--- src/rtl/sc_spi_tgt.sv ---
// SPI target protocol engine: oversamples CSB/SCLK/MOSI on SPICLK, receives 1..32-bit
// frames into RXDATA and shifts TXDATA out on MISO, with back-to-back frame support.
module sc_spi_tgt #(
    parameter int unsigned SYNC_STAGES = 2
) (
    input  logic        SPICLK,
    input  logic        SYSRST,
    input  logic        ENABLE,
    input  logic [4:0]  DWIDTH,
    input  logic        CPOL,
    input  logic        CPHA,
    input  logic        BORDER,
    input  logic [31:0] TXDATA,
    output logic        TXLOAD,
    output logic [31:0] RXDATA,
    output logic        RXVALID,
    output logic        FRMERR,
    output logic        SPIBUSY,
    input  logic        CSB,
    input  logic        SCLK,
    input  logic        MOSI,
    output logic        MISO,
    output logic        MISOOE
);

    localparam int unsigned DATA_W = 32;
    localparam int unsigned BC_W   = 5;

    typedef enum logic {IDLE, FRAME} state_t;

    state_t              state_q, state_d;
    logic [SYNC_STAGES-1:0] csb_sync_q, csb_sync_d;
    logic [SYNC_STAGES-1:0] sclk_sync_q, sclk_sync_d;
    logic [SYNC_STAGES-1:0] mosi_sync_q, mosi_sync_d;
    logic                csb_prev_q, sclk_prev_q;
    logic [BC_W-1:0]     bc_q, bc_d;
    logic [DATA_W-1:0]   txsr_q, txsr_d;
    logic [DATA_W-1:0]   rxsr_q, rxsr_d;
    logic [DATA_W-1:0]   rxdata_q, rxdata_d;
    logic                cpol_q, cpol_d, cpha_q, cpha_d, border_q, border_d;
    logic [BC_W-1:0]     dw_q, dw_d;
    logic                rxvalid_q, rxvalid_d, txload_q, txload_d, frmerr_q, frmerr_d;
    logic                miso_q, miso_d, misooe_q, misooe_d, spibusy_q, spibusy_d;

    logic csb_s, sclk_s, mosi_s;
    logic csb_fall, csb_rise, sclk_rise, sclk_fall;
    logic lead_edge, trail_edge, sample_edge, drive_edge;
    logic border_eff;

    // Bit position within the word for the n-th bit on the wire.
    function automatic logic [BC_W-1:0] bit_idx(input logic [BC_W-1:0] n,
                                                 input logic [BC_W-1:0] dw,
                                                 input logic            border);
        if (border) begin
            return {n[4:3], ~n[2:0]};
        end
        return dw - n;
    endfunction

    always_comb begin
        csb_sync_d  = {csb_sync_q[SYNC_STAGES-2:0], CSB};
        sclk_sync_d = {sclk_sync_q[SYNC_STAGES-2:0], SCLK};
        mosi_sync_d = {mosi_sync_q[SYNC_STAGES-2:0], MOSI};
    end

    assign csb_s       = csb_sync_q[SYNC_STAGES-1];
    assign sclk_s      = sclk_sync_q[SYNC_STAGES-1];
    assign mosi_s      = mosi_sync_q[SYNC_STAGES-1];
    assign csb_fall    = csb_prev_q & ~csb_s;
    assign csb_rise    = ~csb_prev_q & csb_s;
    assign sclk_rise   = ~sclk_prev_q & sclk_s;
    assign sclk_fall   = sclk_prev_q & ~sclk_s;
    assign lead_edge   = cpol_q ? sclk_fall : sclk_rise;
    assign trail_edge  = cpol_q ? sclk_rise : sclk_fall;
    assign sample_edge = cpha_q ? trail_edge : lead_edge;
    assign drive_edge  = cpha_q ? lead_edge : trail_edge;
    // Byte-swapped order only makes sense for whole-byte frames.
    assign border_eff  = BORDER & (DWIDTH[2:0] == 3'b111);

    always_comb begin
        state_d   = state_q;
        bc_d      = bc_q;
        txsr_d    = txsr_q;
        rxsr_d    = rxsr_q;
        rxdata_d  = rxdata_q;
        cpol_d    = cpol_q;
        cpha_d    = cpha_q;
        dw_d      = dw_q;
        border_d  = border_q;
        rxvalid_d = 1'b0;
        txload_d  = 1'b0;
        frmerr_d  = 1'b0;
        miso_d    = miso_q;
        misooe_d  = misooe_q;
        case (state_q)
            IDLE: begin
                if (csb_fall && ENABLE) begin
                    cpol_d   = CPOL;
                    cpha_d   = CPHA;
                    dw_d     = DWIDTH;
                    border_d = border_eff;
                    txsr_d   = TXDATA;
                    txload_d = 1'b1;
                    rxsr_d   = '0;
                    bc_d     = '0;
                    misooe_d = 1'b1;
                    state_d  = FRAME;
                    if (!CPHA) begin
                        miso_d = TXDATA[bit_idx(5'd0, DWIDTH, border_eff)];
                    end
                end
            end
            FRAME: begin
                if (sample_edge) begin
                    rxsr_d[bit_idx(bc_q, dw_q, border_q)] = mosi_s;
                    if (bc_q == dw_q) begin
                        rxdata_d  = rxsr_d;
                        rxvalid_d = 1'b1;
                        rxsr_d    = '0;
                        bc_d      = '0;
                        txsr_d    = TXDATA;
                        txload_d  = 1'b1;
                        if (!cpha_q) begin
                            miso_d = TXDATA[bit_idx(5'd0, dw_q, border_q)];
                        end
                    end else begin
                        bc_d = bc_q + 5'd1;
                    end
                end else if (drive_edge) begin
                    miso_d = txsr_q[bit_idx(bc_q, dw_q, border_q)];
                end
                // Sample above is processed before the deselect check.
                if (csb_rise) begin
                    state_d  = IDLE;
                    misooe_d = 1'b0;
                    miso_d   = 1'b0;
                    frmerr_d = (bc_d != 5'd0);
                end
            end
        endcase
        spibusy_d = (state_d == FRAME);
    end

    always_ff @(posedge SPICLK) begin
        if (SYSRST) begin
            state_q     <= IDLE;
            csb_sync_q  <= '0;
            sclk_sync_q <= '0;
            mosi_sync_q <= '0;
            csb_prev_q  <= 1'b0;
            sclk_prev_q <= 1'b0;
            bc_q        <= '0;
            txsr_q      <= '0;
            rxsr_q      <= '0;
            rxdata_q    <= '0;
            cpol_q      <= 1'b0;
            cpha_q      <= 1'b0;
            dw_q        <= '0;
            border_q    <= 1'b0;
            rxvalid_q   <= 1'b0;
            txload_q    <= 1'b0;
            frmerr_q    <= 1'b0;
            miso_q      <= 1'b0;
            misooe_q    <= 1'b0;
            spibusy_q   <= 1'b0;
        end else begin
            state_q     <= state_d;
            csb_sync_q  <= csb_sync_d;
            sclk_sync_q <= sclk_sync_d;
            mosi_sync_q <= mosi_sync_d;
            csb_prev_q  <= csb_s;
            sclk_prev_q <= sclk_s;
            bc_q        <= bc_d;
            txsr_q      <= txsr_d;
            rxsr_q      <= rxsr_d;
            rxdata_q    <= rxdata_d;
            cpol_q      <= cpol_d;
            cpha_q      <= cpha_d;
            dw_q        <= dw_d;
            border_q    <= border_d;
            rxvalid_q   <= rxvalid_d;
            txload_q    <= txload_d;
            frmerr_q    <= frmerr_d;
            miso_q      <= miso_d;
            misooe_q    <= misooe_d;
            spibusy_q   <= spibusy_d;
        end
    end

    assign TXLOAD  = txload_q;
    assign RXDATA  = rxdata_q;
    assign RXVALID = rxvalid_q;
    assign FRMERR  = frmerr_q;
    assign SPIBUSY = spibusy_q;
    assign MISO    = miso_q;
    assign MISOOE  = misooe_q;

endmodule

--- config.mk ---
export PLATFORM = sky130hd
export DESIGN_NAME = sc_spi_tgt
export DESIGN_NICKNAME = d
export VERILOG_FILES = /design/src/rtl/sc_spi_tgt.sv
export SDC_FILE = /design/constraint.sdc
export NUM_CORES = 1
export LEC_CHECK = 0
export ABC_CLOCK_PERIOD_IN_PS = 5400
export CAP_MARGIN = 20
export CORE_UTILIZATION = 60
export DETAILED_ROUTE_END_ITERATION = 6
export GPL_TIMING_DRIVEN = 0
export PLACE_DENSITY_LB_ADDON = 0.3
export SYNTH_ARGS = -nofsm -noshare
export SYNTH_HDL_FRONTEND = slang
export SYNTH_SLANG_ARGS = --single-unit
--- constraint.sdc ---
create_clock -name SPICLK -period 5.4 [get_ports SPICLK]
set_clock_uncertainty 0.05 [all_clocks]
set_input_delay 1.08 -clock SPICLK [delete_from_list [all_inputs] [get_ports SPICLK]]
set_output_delay 1.08 -clock SPICLK [all_outputs]
set_load 0.02 [all_outputs]
==> results of run 1 <==
==> placed cells by master (no fill, tap or decap), types with 6 or more instances in the layout <==
cell type          n
a21oi_1           68
nor2_1            67
clkinv_2           6
mux4_2            16
clkbuf_16         16
nor2b_1           15
mux2_2             8
clkbuf_1          35
o21ai_0           25
nand3_1           35
a211oi_1          19
a311oi_1          17
buf_2             14
o22ai_1           17
dfxtp_1          123
clkdlybuf4s50_1   80
mux2i_1           25
inv_1             27
nand2_1          162
==> stage by stage <==
stage,total power [mW],instances
floorplan,1.03,760
global route,2.31,1005
detailed placement,1.10,973
CTS,2.25,1005
global placement,1.09,973
finish,2.25,1005
==> cell families after synthesis <==
group / after synthesis
mux: 51
compound gates: 168
simple gates: 326
buf+inv: 82
flops: 123
fa+ha+maj: 6
xor+xnor: 4
==> critical path: stages (launching register included) <==
cell and delay [ns]:
dfxtp_1 0.39, buf_1 0.43, inv_1 0.18, ha_1 0.24, inv_1 0.07, fa_1 0.43
mux2_2 0.39, buf_2 0.23, nor2_1 0.59, nand2_1 0.15, mux2i_1 0.17, a211oi_1 0.30
==> Yosys cell counts (all sizes together), types with 2 or more instances <==
cell / n / area share [%]
or2: 4 / 0.40
nand4b: 3 / 0.42
xnor2: 4 / 0.56
nand2b: 2 / 0.20
mux2i: 27 / 4.5
mux2: 8 / 1.4
nor2: 72 / 4.5
buf: 20 / 1.8
o21ai: 26 / 2.1
a31oi: 3 / 0.30
clkbuf: 34 / 2.1
a22o: 2 / 0.28
nand3: 35 / 2.8
ha: 5 / 1.0
a21o: 2 / 0.24
nor3b: 6 / 1.2
a311oi: 17 / 2.4
inv: 28 / 1.7
nor2b: 15 / 1.5
o22ai: 17 / 1.7
mux4: 16 / 5.8
and3: 4 / 0.40
a32oi: 2 / 0.28
a21oi: 69 / 5.6
nand2: 162 / 9.8
nor3: 7 / 0.92
nand4: 5 / 0.50
nand3b: 4 / 0.68
a211oi: 19 / 2.3
dfxtp: 123 / 40
==> layer usage <==
| layer | wire, um | vias up | track usage (%) |
|---|---|---|---|
| met3 | 1680 | 60 | 8.87 |
| met5 | 0 | - | 0 |
| li1 | - | 2871 | - |
| met1 | 7020 | 2906 | 42.1 |
| met4 | 530 | 0 | 15.6 |
| met2 | 8340 | 319 | 54.1 |
==> registers in the layout (all words and copies together) (netlist names), 2 cells and up <==
signal and count:
dw_q 5, bc_q 5, mosi_sync_q 2, sclk_sync_q 2, csb_sync_q 2, txsr_q 32
RXDATA 32, rxsr_q 32
==> layout make-up <==
cell class,instances,area (um^2),area share (%)
tap,133,166,2.13
buffer,54,243,3.11
multi-input combinational,555,3410,43.8
timing repair buffer,80,801,10.3
clock inverter,13,174,2.23
sequential,123,2460,31.6
inverter,28,105,1.35
clock buffer,19,432,5.54
==> power by group <==
group          switching (mW)  internal [mW]
Clock                   0.410          0.756
Combinational          0.0877         0.0736
Sequential            0.00509          0.917
==> final timing paths <==
check | startpoint | to | slack, ns | cells after the start
setup / recovery | dw_q[0]$_SDFFE_PP0P_ | RXDATA[4]$_SDFFE_PP0P_ | 1.70 | 11
hold reg to reg | sclk_sync_q[0]$_SDFF_PP0_ | sclk_sync_q[1]$_SDFF_PP0_ | 0.39 | 1
hold / removal | sclk_sync_q[0]$_SDFF_PP0_ | sclk_sync_q[1]$_SDFF_PP0_ | 0.39 | 1
setup reg to reg | dw_q[0]$_SDFFE_PP0P_ | RXDATA[4]$_SDFFE_PP0P_ | 1.70 | 11
==> flow_metrics.tcl, run 1 <==
set metrics [dict create \
    outcome "completed" \
    slew-limit-headroom_pct 34.6 \
    firstDrtPassIters 7 \
    fmax_mhz 270 \
    cts-root-buf "clkbuf_8" \
    htree_levels 4 \
    row_count 36 \
    synth-xor-area-share_pct 0.563 \
    finalSetupTns_ns 0 \
    synthMuxAreaShare_pct 11.7 \
    async_flop_share_pct 0 \
    grt_usage_pct 33.6 \
    routabilityCongestion 0.977 \
    clock_latency_ns 0.54 \
    syn_inst 760 \
    finalInstanceArea_mm2 0.00779 \
    start_util_pct 62.8 \
    final_core_util_pct 78.7 \
    cts_tree "yes" \
    layout_setup_ws_ns 1.70 \
    end_kind "register" \
    syn-cell-area_mm2 0.00622 \
    synthToLayoutAreaGrowth_pct 25.3 \
    syn-num-nets 812 \
    hold_ws_ns 0.390 \
    io_buffers 80 \
    worstMarginPinSlew_ns 0.953 \
    critPathKind "register to register" \
    dp_slack_ns 1.81 \
    layout-drive-gt1-share_pct 10.4 \
    clkTransAtPathRegs_ns 0.06 \
    ir_worst_vdd_v 0.000280 \
    synth_edf_count 0 \
    clk_path_buf_depth 2 \
    wl_um 17600 \
    period_share_pct 68.5 \
    antenna_found_initial 0 \
    yosys.area_share.adder_pct 1.33 \
    hold_viol 0 \
    synth_top_family_by_area "simple AND/OR/NAND/NOR gates" \
    hold_class "register to register" \
    ctsResizeCount 0 \
    setup_violations 0 \
    fillerInstances 697 \
    route.vias.total 6156 \
    fin_nets 911 \
    ioPinCount 84 \
    synth_compound_area_share_pct 17.0 \
    grt_pass1_wl_um 28700 \
    cp-start-kind "register" \
    grt_max_degree 17 \
    ctsHoldBuffers 0 \
    worstPathMaxFanout 10 \
    antenna_left 0 \
    ys.flop_type "dfxtp_1" \
    grt_pass1_vias 6013 \
    gr-total-overflow 0 \
    initialDrtViolationCount 479 \
    cts.sinks 123 \
    dieArea_mm2 0.0108 \
    rsz0062_at_grt "no" \
    cts_buffers 17 \
    avgViaCountPerCell 6.13 \
    fp.dieH_um 104 \
    cts_setup_buffers 0 \
    cp.arrival_ns 4.09 \
    dpl_cell_area_mm2 0.00719 \
    power_density_mw_per_mm2 289 \
    drv_slew 0 \
    drv_cap 0 \
    antennaDiodeCount 0 \
    ys_seq_area_share_pct 39.6 \
    ys_seq_elements 123 \
    period_minus_slack_ns 3.70 \
    critical_path_required_ns 5.79 \
    yosys_warnings 0 \
    synth_simple_gate_area_share_pct 24.2 \
    dpl.hpwl_um 12700 \
    drc 0 \
    drt-wirelength-per-cell_um 17.5 \
    die_w_um 104 \
    syn_area_per_cell_um2 8.19 \
    leakagePower_nw 2.61 \
    core_mm2 0.00991 \
    synth_cell_type_count 61 \
]
Power figures use the tool's default switching activity.
==> run 2, diff against run 1 <==
--- a/config.mk
+++ b/config.mk
@@ -5,9 +5,9 @@
 export SDC_FILE = /design/constraint.sdc
 export NUM_CORES = 1
 export LEC_CHECK = 0
-export ABC_CLOCK_PERIOD_IN_PS = 5400
+export ABC_CLOCK_PERIOD_IN_PS = 3400
 export CAP_MARGIN = 20
-export CORE_UTILIZATION = 60
+export CORE_UTILIZATION = 50
 export DETAILED_ROUTE_END_ITERATION = 6
 export GPL_TIMING_DRIVEN = 0
 export PLACE_DENSITY_LB_ADDON = 0.3
==> constraint.sdc (replaced) <==
create_clock -name SPICLK -period 3.4 [get_ports SPICLK]
set_clock_uncertainty 0.05 [all_clocks]
set_input_delay 0.68 -clock SPICLK [delete_from_list [all_inputs] [get_ports SPICLK]]
set_output_delay 0.68 -clock SPICLK [all_outputs]
set_load 0.02 [all_outputs]
==> run 2 against run 1 <==
Effect of this change:
- via count shrank 3.8%
- largest cell class unchanged
- critical endpoint is now RXDATA[17]$_SDFFE_PP0P_
- sequential power grew 58%
- clock-buffer cell count is the same
==> flow_metrics.tcl, run 2 (synthesized netlist as in run 1, its figures left out) <==
set metrics [dict create \
    cts.sinks 123 \
    layout-drive-gt1-share_pct 11.4 \
    drt-wirelength-per-cell_um 16.7 \
    route.vias.total 5923 \
    htree_levels 4 \
    grt_pass1_vias 5680 \
    ctsHoldBuffers 0 \
    cp-start-kind "register" \
    fmax_mhz 306 \
    cts_tree "yes" \
    die_w_um 114 \
    grt_max_degree 17 \
    cp.arrival_ns 3.53 \
    routabilityCongestion 0.963 \
    io_buffers 80 \
    avgViaCountPerCell 5.68 \
    leakagePower_nw 2.62 \
    row_count 40 \
    wl_um 17500 \
    antenna_found_initial 0 \
    period_minus_slack_ns 3.27 \
    ioPinCount 84 \
    ir_worst_vdd_v 0.000279 \
    critPathKind "register to register" \
    firstDrtPassIters 5 \
    worstPathMaxFanout 10 \
    final_core_util_pct 65.3 \
    hold_ws_ns 0.386 \
    clock_latency_ns 0.42 \
    gr-total-overflow 0 \
    dieArea_mm2 0.0129 \
    drv_slew 0 \
    outcome "completed" \
    drc 0 \
    drv_cap 0 \
    finalSetupTns_ns 0 \
    initialDrtViolationCount 391 \
    end_kind "register" \
    start_util_pct 51.6 \
    multi_input_area_mm2 0.00343 \
    critical_path_required_ns 3.66 \
    rsz0062_at_grt "yes" \
    grt_usage_pct 28.0 \
    clkTransAtPathRegs_ns 0.06 \
    finalPower_mw 3.52 \
    fin_nets 915 \
    cts_buffers 17 \
    mostFrequentLayoutCell "nand2_1" \
    grt_pass1_wl_um 28000 \
    hold_class "register to register" \
    power_density_mw_per_mm2 447 \
    core_mm2 0.0121 \
    worstMarginPinSlew_ns 0.759 \
    slew-limit-headroom_pct 49.2 \
    synthToLayoutAreaGrowth_pct 26.5 \
    regArea_mm2 0.00246 \
    period_share_pct 96.1 \
    fp.dieH_um 114 \
    hold_viol 0 \
    clk_path_buf_depth 2 \
    cts-root-buf "clkbuf_16" \
    setup_violations 0 \
    antennaDiodeCount 0 \
    antenna_left 0 \
    fillerInstances 1043 \
    dpl.hpwl_um 12900 \
    most-common-layout-cells "nand2_1 (162), dfxtp_1 (123), clkdlybuf4s50_1 (80)" \
]
-- run 2: changes by cell type in the layout (fill, tap and decap cells not counted), moves of 2 or more --
cell / previous run / this run
buf_4: 0 / 4
nor2_2: 5 / 7
nor2_1: 67 / 65
mux2i_1: 25 / 23
clkbuf_2: 0 / 3
buf_1: 3 / 1
clkbuf_8: 2 / 0
clkinv_2: 6 / 4
-- run 2: metal layers --
layer	up-vias	share of wire, %	global-route usage (%)
li1	2886	-	-
met1	2778	43	34.8
met2	217	48	47.4
met3	42	6.0	6.16
met4	0	2.6	11.0
met5	-	0	0
-- run 2: timing repair --
item,CTS,global route
pin swaps,0,1
buffers inserted,0,4
resized for setup,4,4
setup endpoints to repair,43,72
-- run 2: cell type report --
type                       count  share of cell area [%]
buffer                        54                    3.13
inverter                      28                    1.34
multi-input combinational    555                    43.6
clock inverter                12                    1.91
timing repair buffer          84                    10.6
tap                          168                    2.67
sequential                   123                    31.3
clock buffer                  19                    5.50
-- run 2: worst max-delay path: stages (launching register included) --
cell and delay (ns):
dfxtp_1 0.31, clkbuf_1 0.34, inv_1 0.15, ha_1 0.41, nand4_1 0.16, a21o_1 0.26
nor3_1 0.39, buf_2 0.35, buf_2 0.34, nor2_1 0.09, a211oi_1 0.29
-- run 2: path summary, 6_finish.rpt --
kind	start	to	slack (ns)	cells after the start
worst min-delay path	sclk_sync_q[0]$_SDFF_PP0_	sclk_sync_q[1]$_SDFF_PP0_	0.39	1
worst max register to register	bc_q[2]$_SDFFE_PP0P_	RXDATA[17]$_SDFFE_PP0P_	0.13	10
worst max-delay path	bc_q[2]$_SDFFE_PP0P_	RXDATA[17]$_SDFFE_PP0P_	0.13	10
worst min register to register	sclk_sync_q[0]$_SDFF_PP0_	sclk_sync_q[1]$_SDFF_PP0_	0.39	1
-- run 2: where the power goes --
group,internal [mW],leakage [nW],switching [mW]
Sequential,1.46,0.993,0.00835
Combinational,0.118,1.35,0.140
Clock,1.14,0.279,0.656
-- run 2: stage by stage --
step | std cells | setup WS (ns) | instance area [um^2]
after floorplan | 760 | 0.525 | 6220
after global placement | 1008 | -0.178 | 7230
after detailed placement | 1008 | -0.173 | 7230
after CTS | 1039 | 0.00414 | 7830
after global routing | 1043 | -0.0217 | 7870
final | 1043 | 0.131 | 7870
==> run 3, diff against run 2 <==
--- a/config.mk
+++ b/config.mk
@@ -10,7 +10,7 @@
 export CORE_UTILIZATION = 50
 export DETAILED_ROUTE_END_ITERATION = 6
 export GPL_TIMING_DRIVEN = 0
-export PLACE_DENSITY_LB_ADDON = 0.3
+export PLACE_DENSITY_LB_ADDON = 0.08
 export SYNTH_ARGS = -nofsm -noshare
 export SYNTH_HDL_FRONTEND = slang
 export SYNTH_SLANG_ARGS = --single-unit
==> run 3 against run 2 <==
Effect of this change:
- clock power up 5%
- die area unchanged
- sequential cell count unchanged
- non-clock buffer count is 4 lower
- worst setup slack worse by 0.037 ns
- hold slack gained 0.0069 ns
- routed wire length shrank 0.21%
- sequential share of layout area about the same
- first-iteration DRC count grew 58%
- core utilization about the same
- combinational power is essentially flat
- cell area hardly changed
- critical path type unchanged
- highest routed layer unchanged
==> flow_metrics.tcl, run 3 (synthesized netlist as in run 1, its figures left out) <==
set metrics [dict create \
    leakagePower_nw 2.63 \
    avgViaCountPerCell 5.69 \
    worstPathMaxFanout 10 \
    slew-limit-headroom_pct 46.0 \
    hold_class "register to register" \
    start_util_pct 51.6 \
    cp-start-kind "register" \
    grt_usage_pct 28.3 \
    htree_levels 4 \
    antenna_left 0 \
    clkPwrFrac_pct 52.3 \
    antennaDiodeCount 0 \
    dpl.hpwl_um 12700 \
    clkTransAtPathRegs_ns 0.05 \
    dieArea_mm2 0.0129 \
    die_w_um 114 \
    antenna_found_initial 0 \
    fillerInstances 1034 \
    cts-root-buf "clkbuf_16" \
    finalPower_mw 3.61 \
    clk_path_buf_depth 2 \
    rsz0062_at_grt "no" \
    initialDrtViolationCount 619 \
    p_sw_share_pct 22.5 \
    cts_buffers 17 \
    layout-drive-gt1-share_pct 11.2 \
    drc 0 \
    period_minus_slack_ns 3.31 \
    cts_tree "yes" \
    fin_nets 911 \
    mostFrequentLayoutCell "nand2_1" \
    outcome "completed" \
    gr-total-overflow 0 \
    drv_cap 0 \
    most-common-layout-cells "nand2_1 (162), dfxtp_1 (123), clkdlybuf4s50_1 (80)" \
    critical_path_required_ns 3.67 \
    period_share_pct 97.2 \
    p_int_mw 2.80 \
    setup_violations 0 \
    ir_worst_vdd_v 0.000368 \
    critPathKind "register to register" \
    cts.sinks 123 \
    finalSetupTns_ns 0 \
    ctsHoldBuffers 0 \
    end_kind "register" \
    routabilityCongestion 0.898 \
    hold_viol 0 \
    grt_pass1_wl_um 28100 \
    drt-wirelength-per-cell_um 16.8 \
    firstDrtPassIters 5 \
    drv_slew 0 \
    fp.dieH_um 114 \
    grt_pass1_vias 5654 \
    grt_max_degree 17 \
    power_density_mw_per_mm2 458 \
    worstMarginPinSlew_ns 0.794 \
    wl_um 17400 \
    route.vias.total 5922 \
    core_mm2 0.0121 \
    fmax_mhz 302 \
    row_count 40 \
    synthToLayoutAreaGrowth_pct 26.6 \
    comb_power_share_pct 7.1 \
    pwr-share-seq_pct 40.6 \
    clock_latency_ns 0.44 \
    cp.arrival_ns 3.58 \
    io_buffers 80 \
    cts_setup_buffers 0 \
    final_core_util_pct 65.3 \
    switchingPower_mw 0.813 \
    ioPinCount 84 \
]
run 3: repair_timing:
action,4_1_cts,5_1_grt
endpoints found under the setup margin,52,71
pin swaps,0,1
endpoints found under the hold margin,0,0
resized for setup,4,4
run 3: path summary, 6_finish.rpt:
kind,to,slack [ns],cells after the start,start
worst max-delay path,MISO$_SDFFE_PP0P_,0.09,11,dw_q[0]$_SDFFE_PP0P_
worst min-delay path,sclk_sync_q[1]$_SDFF_PP0_,0.39,1,sclk_sync_q[0]$_SDFF_PP0_
worst max register to register,MISO$_SDFFE_PP0P_,0.09,11,dw_q[0]$_SDFFE_PP0P_
worst min register to register,sclk_sync_q[1]$_SDFF_PP0_,0.39,1,sclk_sync_q[0]$_SDFF_PP0_
run 3: routing by layer:
layer	global-route usage, %	wire length (um)
met1	37.6	7930
met2	45.2	8070
met3	7.07	1120
met4	9.47	312
met5	0	0
run 3: layout make-up:
class	instances	area [um^2]	area share (%)
inverters	28	105	1.33
clock inverters	11	141	1.80
clock buffers	21	480	6.10
well taps	168	210	2.67
flip-flops and latches	123	2460	31.3
multi-input cells	555	3430	43.6
plain buffers	54	245	3.11
repair buffers	80	801	10.2
run 3: critical path, cell delays in order, from the launching register on:
cell and delay [ns]:
dfxtp_1 0.34, buf_2 0.21, inv_1 0.13, ha_1 0.18
inv_1 0.06, fa_1 0.45, xnor2_1 0.18, mux2i_2 0.64
mux2i_1 0.41, mux2_2 0.22, nand3_1 0.07, a41o_1 0.25
run 3: power groups by stage:
stage	Combinational, mW	Clock [mW]	Sequential (mW)
final	0.257	1.89	1.46
after global routing	0.274	1.97	1.46
after CTS	0.253	1.90	1.46
after detailed placement	0.251	0	1.49
after global placement	0.247	0	1.49
after floorplan	0.135	0	1.50
run 3: metrics by stage:
stage | hold WS, ns | instance area, um^2 | setup WS [ns] | cells
finish | 0.393 | 7880 | 0.0938 | 1040
global route | 0.417 | 7880 | 0.00516 | 1040
CTS | 0.396 | 7870 | 0.0311 | 1040
detailed placement | 0.382 | 7230 | -0.260 | 1008
global placement | 0.371 | 7230 | -0.232 | 1008
floorplan | 0.364 | 6220 | 0.525 | 760
